==> config.mk <==
export PLATFORM = sky130hd
export DESIGN_NAME = sram_arbiter
export DESIGN_NICKNAME = d
export VERILOG_FILES = /design/src/rtl/sram_arbiter.sv
export SDC_FILE = /design/constraint.sdc
export NUM_CORES = 1
export LEC_CHECK = 0
export BUFFER_PORTS_ARGS = -buffer_cell sky130_fd_sc_hd__buf_2
export CORE_MARGIN = 8
export CORE_UTILIZATION = 42
export CTS_CLUSTER_SIZE = 28
export DETAILED_ROUTE_END_ITERATION = 8
export PLACE_DENSITY_LB_ADDON = 0.25
export SYNTH_ARGS = -nofsm -noshare
export SYNTH_HDL_FRONTEND = slang
export SYNTH_SLANG_ARGS = --single-unit
==> constraint.sdc <==
create_clock -name io_mainClk -period 2.4 [get_ports io_mainClk]
set_input_delay 0.12 -clock io_mainClk [delete_from_list [all_inputs] [get_ports io_mainClk]]
set_output_delay 0.12 -clock io_mainClk [all_outputs]
set_load 0.05 [all_outputs]
==> src/rtl/sram_arbiter.sv <==
// Two-port (CPU/DMA) arbiter in front of an asynchronous 16-bit SRAM.
// Round-robin on ties, one access at a time, all SRAM strobes registered.
module sram_arbiter #(
  parameter int WAIT_CYCLES = 2
) (
  input  logic        io_mainClk,
  input  logic        io_asyncResetn,
  input  logic        io_a_valid,
  output logic        io_a_ready,
  input  logic        io_a_write,
  input  logic [17:0] io_a_addr,
  input  logic [15:0] io_a_wdata,
  input  logic [1:0]  io_a_mask,
  output logic        io_a_rsp_valid,
  output logic [15:0] io_a_rdata,
  input  logic        io_b_valid,
  output logic        io_b_ready,
  input  logic        io_b_write,
  input  logic [17:0] io_b_addr,
  input  logic [15:0] io_b_wdata,
  input  logic [1:0]  io_b_mask,
  output logic        io_b_rsp_valid,
  output logic [15:0] io_b_rdata,
  output logic [17:0] io_sram_addr,
  output logic [15:0] io_sram_dat_write,
  output logic        io_sram_dat_writeEnable,
  input  logic [15:0] io_sram_dat_read,
  output logic        io_sram_cs,
  output logic        io_sram_we,
  output logic        io_sram_oe,
  output logic        io_sram_ub,
  output logic        io_sram_lb
);

  typedef enum logic [1:0] {IDLE, SETUP, ACCESS, DONE} state_t;

  state_t      state, next_state;
  logic [3:0]  count;
  logic        last_cnt;
  logic        last_grant;
  logic        cur_port;
  logic        cur_write;
  logic [1:0]  cur_mask;
  logic        accept;
  logic        sel_write, nxt_write;
  logic [1:0]  sel_mask, nxt_mask;
  logic [17:0] sel_addr;
  logic [15:0] sel_wdata;
  logic        cs_d, we_d, oe_d, ub_d, lb_d, wen_d;

  assign last_cnt = (count == 4'(WAIT_CYCLES - 1));

  // last_grant: 0 = A, 1 = B; on a tie the port not served last wins
  always_comb begin
    io_a_ready = (state == IDLE) && io_a_valid && (!io_b_valid || last_grant);
    io_b_ready = (state == IDLE) && io_b_valid && (!io_a_valid || !last_grant);
    accept     = io_a_ready || io_b_ready;
    sel_write  = io_b_ready ? io_b_write : io_a_write;
    sel_addr   = io_b_ready ? io_b_addr  : io_a_addr;
    sel_wdata  = io_b_ready ? io_b_wdata : io_a_wdata;
    sel_mask   = io_b_ready ? io_b_mask  : io_a_mask;
  end

  always_ff @(posedge io_mainClk or negedge io_asyncResetn) begin
    if (!io_asyncResetn) state <= IDLE;
    else                 state <= next_state;
  end

  always_comb begin
    next_state = state;
    case (state)
      IDLE:    if (accept) next_state = SETUP;
      SETUP:   next_state = ACCESS;
      ACCESS:  if (last_cnt) next_state = DONE;
      DONE:    next_state = IDLE;
      default: next_state = IDLE;
    endcase
  end

  // Strobe values for the coming cycle; registered below so pins never glitch
  always_comb begin
    nxt_write = (state == IDLE) ? sel_write : cur_write;
    nxt_mask  = (state == IDLE) ? sel_mask  : cur_mask;
    cs_d  = 1'b1;
    we_d  = 1'b1;
    oe_d  = 1'b1;
    ub_d  = 1'b1;
    lb_d  = 1'b1;
    wen_d = 1'b0;
    case (next_state)
      SETUP, ACCESS: begin
        cs_d = 1'b0;
        ub_d = ~nxt_mask[1];
        lb_d = ~nxt_mask[0];
        if (nxt_write) begin
          wen_d = 1'b1;
          we_d  = (next_state != ACCESS);
        end else begin
          oe_d = 1'b0;
        end
      end
      DONE:    wen_d = cur_write;
      default: ;
    endcase
  end

  always_ff @(posedge io_mainClk or negedge io_asyncResetn) begin
    if (!io_asyncResetn) begin
      count                   <= '0;
      last_grant              <= 1'b1;
      cur_port                <= 1'b0;
      cur_write               <= 1'b0;
      cur_mask                <= '0;
      io_sram_addr            <= '0;
      io_sram_dat_write       <= '0;
      io_sram_dat_writeEnable <= 1'b0;
      io_sram_cs              <= 1'b1;
      io_sram_we              <= 1'b1;
      io_sram_oe              <= 1'b1;
      io_sram_ub              <= 1'b1;
      io_sram_lb              <= 1'b1;
      io_a_rsp_valid          <= 1'b0;
      io_b_rsp_valid          <= 1'b0;
      io_a_rdata              <= '0;
      io_b_rdata              <= '0;
    end else begin
      io_sram_cs              <= cs_d;
      io_sram_we              <= we_d;
      io_sram_oe              <= oe_d;
      io_sram_ub              <= ub_d;
      io_sram_lb              <= lb_d;
      io_sram_dat_writeEnable <= wen_d;
      if (accept) begin
        cur_port          <= io_b_ready;
        cur_write         <= sel_write;
        cur_mask          <= sel_mask;
        last_grant        <= io_b_ready;
        io_sram_addr      <= sel_addr;
        io_sram_dat_write <= sel_wdata;
      end
      // Saturating by construction: cleared outside ACCESS, stops at the last cycle
      if (state == ACCESS && !last_cnt) count <= count + 4'd1;
      else                              count <= '0;
      io_a_rsp_valid <= (next_state == DONE) && !cur_port;
      io_b_rsp_valid <= (next_state == DONE) &&  cur_port;
      if (state == ACCESS && last_cnt && !cur_write) begin
        if (cur_port) io_b_rdata <= io_sram_dat_read;
        else          io_a_rdata <= io_sram_dat_read;
      end
    end
  end

endmodule

==> results by group <==
Floorplanning
  • Num rows: 34
  • Core area: 8680 µm²
  • Starting Density: 0.429
  • Die ar.: 12100 µm²
  • Die X: 110 µm
  • Io pins: 170
  • Die Y: 110 µm

Synth
  • Syn_nets: 383
  • Synth top area cells: dfrtp_1 (53%), o32a_1 (9.1%), o21a_1 (7.1%)
  • Seq cells post-synth: 85
  • Library cells used by synthesis: 38
  • Asr flop ratio synth: 1.00
  • Yosys warnings: 0
  • Post-synth EDFFs: 0
  • Top cell type's share of synthesized area: 0.531
  • Area leader, netlist: dfrtp_1
  • Mapped Area: 3720 µm²
  • Cell count after synthesis: 281
  • Post-synthesis sequential area ratio: 0.573
  • Ys flop type: dfrtp_1
  • Mapped Avg Cell Area: 13.3 µm²

Routing
  • Initial DRC count: 86
  • Total wire length: 10600 µm
  • Antenna viol nets, final: 0
  • Drt drc: 0
  • Via count: 3198
  • First drt pass iteration count: 4
  • WL/cell: 17.4 µm
  • Post-DR vias/cell: 5.25

Worst setup path
  • CP required: 2.61 ns
  • WP buf/inv: 2
  • Critical path cell sequence: inv_1 -> ha_1 -> or3b_4 -> mux2i_1 -> o22ai_1 -> ha_1 -> buf_4 -> nor2_1 -> o21ai_0 -> nand3_1
  • CP Max Fanout: 4
  • Slowest stage cell, crit path: dfrtp_1
  • CP endpoint kind: flip-flop
  • Critical Path Start Type: flip-flop
  • CP Data Arrival Time: 2.45 ns
  • Max incr delay on CP: 0.40 ns
  • CP delay by family, top: simple AND/OR/NAND/NOR gates
  • Critical Path Most Common Cell: ha_1
  • Critical Setup Path Class: reg2reg

Final layout
  • Final core utilization: 0.619
  • N_diodes: 0
  • Share of cells above drive strength 1: 0.477
  • Area delta synth->final: 44.4%
  • Post-layout instance count excluding filler cells: 609
  • Fin area: 5380 µm²
  • Nets@finish: 598

GRT
  • First-pass GRT wire length: 16600 µm
  • Grt ovf: 0
  • Total Routing Usage GR: 0.174
  • M2 GR Usage: 0.266
  • Gr busiest metal: met2
  • Met1 usage: 0.218
  • Initial antenna violation count: 1
  • Vias in the first global route: 3366
  • M3 GR Usage: 0.0703
  • Pin count of the biggest net entering global routing: 45

Power and ir drop
  • Static Leakage: 0.00254 µW
  • Worst vdd rail ir drop: 0.783 mV
  • Switch Pwr: 4280 µW
  • Switching share of total power: 0.494
  • P per Cell Area: 1610 nW/µm²
  • Int Power: 4390 µW
  • Reg power frac: 0.287
  • Logic pwr share: 0.584
  • Clk pwr share: 0.129

Timing
  • RSZ-0062 raised after global routing: false
  • Final Hold Viols: 0
  • Skew final: 0.0133 ns
  • Setup violators final: 0
  • Crit share post-route: 0.936
  • Worst setup margin: 0.153 ns
  • Worst Tran Pin Value: 0.677 ns
  • Max-slew violation count: 0
  • Post-layout minimum cycle time: 2.25 ns
  • Fmax: 445 MHz
  • Relative slew slack: 0.547
  • Setup total negative slack: 0 ns

Clocking
  • Clock Sinks: 85
  • Total CTS buffers: 9
  • Post-CTS setup buffer count: 0
  • Clk Latency, worst-skew pair: 0.34 ns
  • CTS clk-pin slew, worst paths: 0.09 ns
  • Clock buffer depth: 2
  • H-tree Lvls: 3
  • CTS root buffer: clkbuf_8
  • TritonCTS clock tree: yes

Worst hold path
  • HP Class: in2reg

Placed design
  • Port bufs: 169
  • Placer Congestion: 0.748
  • Place WS: 0.160 ns
  • Dpl cell area: 4710 µm²
  • Dpl hpwl: 7540 µm
  • Inst Count DP: 551

Outcome
  • Outcome: finished clean

Job
  • # Max-Cap Violations: 0
-- cell type report --
type                    count  area [µm²]
fillers                   698        3300
flip-flops and latches     85        2130
multi-input cells         168        1490
repair buffers            223        1360
clock buffers              11         141
well taps                 108         135
clock inverters             5        83.8
inverters                   9        33.8
-- layout by cell type, fill, tap and decap left out, drive strengths merged, types with 3 or more instances in the layout --
master       count
buf            181
dfrtp           79
dlygate4sd3     42
o21a            35
o32a            34
mux2            32
nor2            14
clkbuf          11
inv              8
ha               8
nand2            6
dfstp            6
o21ai            4
and2             3
nand3            3
nor4             3
a2111oi          3
nor3             3
-- cell usage after synthesis (all sizes together) (2+ instances only) --
cell / number
a2111o: 2
a2111oi: 3
and2: 3
buf: 4
clkbuf: 15
dfrtp: 79
dfstp: 6
ha: 8
inv: 8
mux2: 32
nand2: 6
nand3: 3
nor2: 14
nor2b: 2
nor3: 3
nor4: 3
nor4bb: 2
o21a: 35
o21ai: 4
o32a: 34
xnor2: 2
-- kinds of logic after synthesis --
group / share of synthesized area
flops: 0.573
compound gates: 0.193
simple gates: 0.0595
mux: 0.110
buf+inv: 0.0336
fa+ha+maj: 0.0269
xor+xnor: 0.00471
-- worst paths after layout --
kind | from | end | slack [ns] | cells past startpoint
max in group asynchronous | io_asyncResetn | io_sram_we | 1.35 | 3
min in group asynchronous | io_asyncResetn | io_b_rdata[1] | 0.32 | 2
min reg2reg | count[0] | count[0] | 0.50 | 1
max reg2reg | count[1] | io_sram_dat_writeEnable | 0.15 | 10
min | io_sram_dat_read[7] | io_a_rdata[7] | 0.03 | 2
max | count[1] | io_sram_dat_writeEnable | 0.15 | 10
-- through the flow --
stage / hold slack [ns] / total power [µW]
after floorplan: -0.176 / 6280
final: 0.0266 / 8670
after global placement: 0.156 / 7410
after detailed placement: 0.159 / 7510
after CTS: 0.00286 / 8700
after global routing: 0.00939 / 9160
-- state kept, by name (all words and copies together) (netlist names), 2 cells and up --
| name | count |
|---|---|
| count | 4 |
| cur_mask | 2 |
| io_a_rdata | 16 |
| io_b_rdata | 16 |
| io_sram_addr | 18 |
| io_sram_dat_write | 16 |
| state | 2 |
-- power by group through the flow --
stage	registers (µW)	clock network (µW)	logic, µW
floorplan	4580	0	1700
global placement	2480	0	4930
detailed placement	2510	0	5000
CTS	2480	1160	5060
global route	2570	1220	5370
finish	2490	1120	5060
-- routing by layer --
| layer | part of all wire | vias up |
|---|---|---|
| li1 | - | 1489 |
| met1 | 0.42 | 1546 |
| met2 | 0.45 | 149 |
| met4 | 0.011 | 2 |
| met5 | 0.0015 | - |
| met3 | 0.11 | 12 |
-- timing repair --
action,4_1_cts,5_1_grt
resized for setup,0,3
endpoints found under the setup margin,0,2
hold buffers,42,0
endpoints found under the hold margin,83,0
Note: power is estimated with default switching activity, not from simulation.
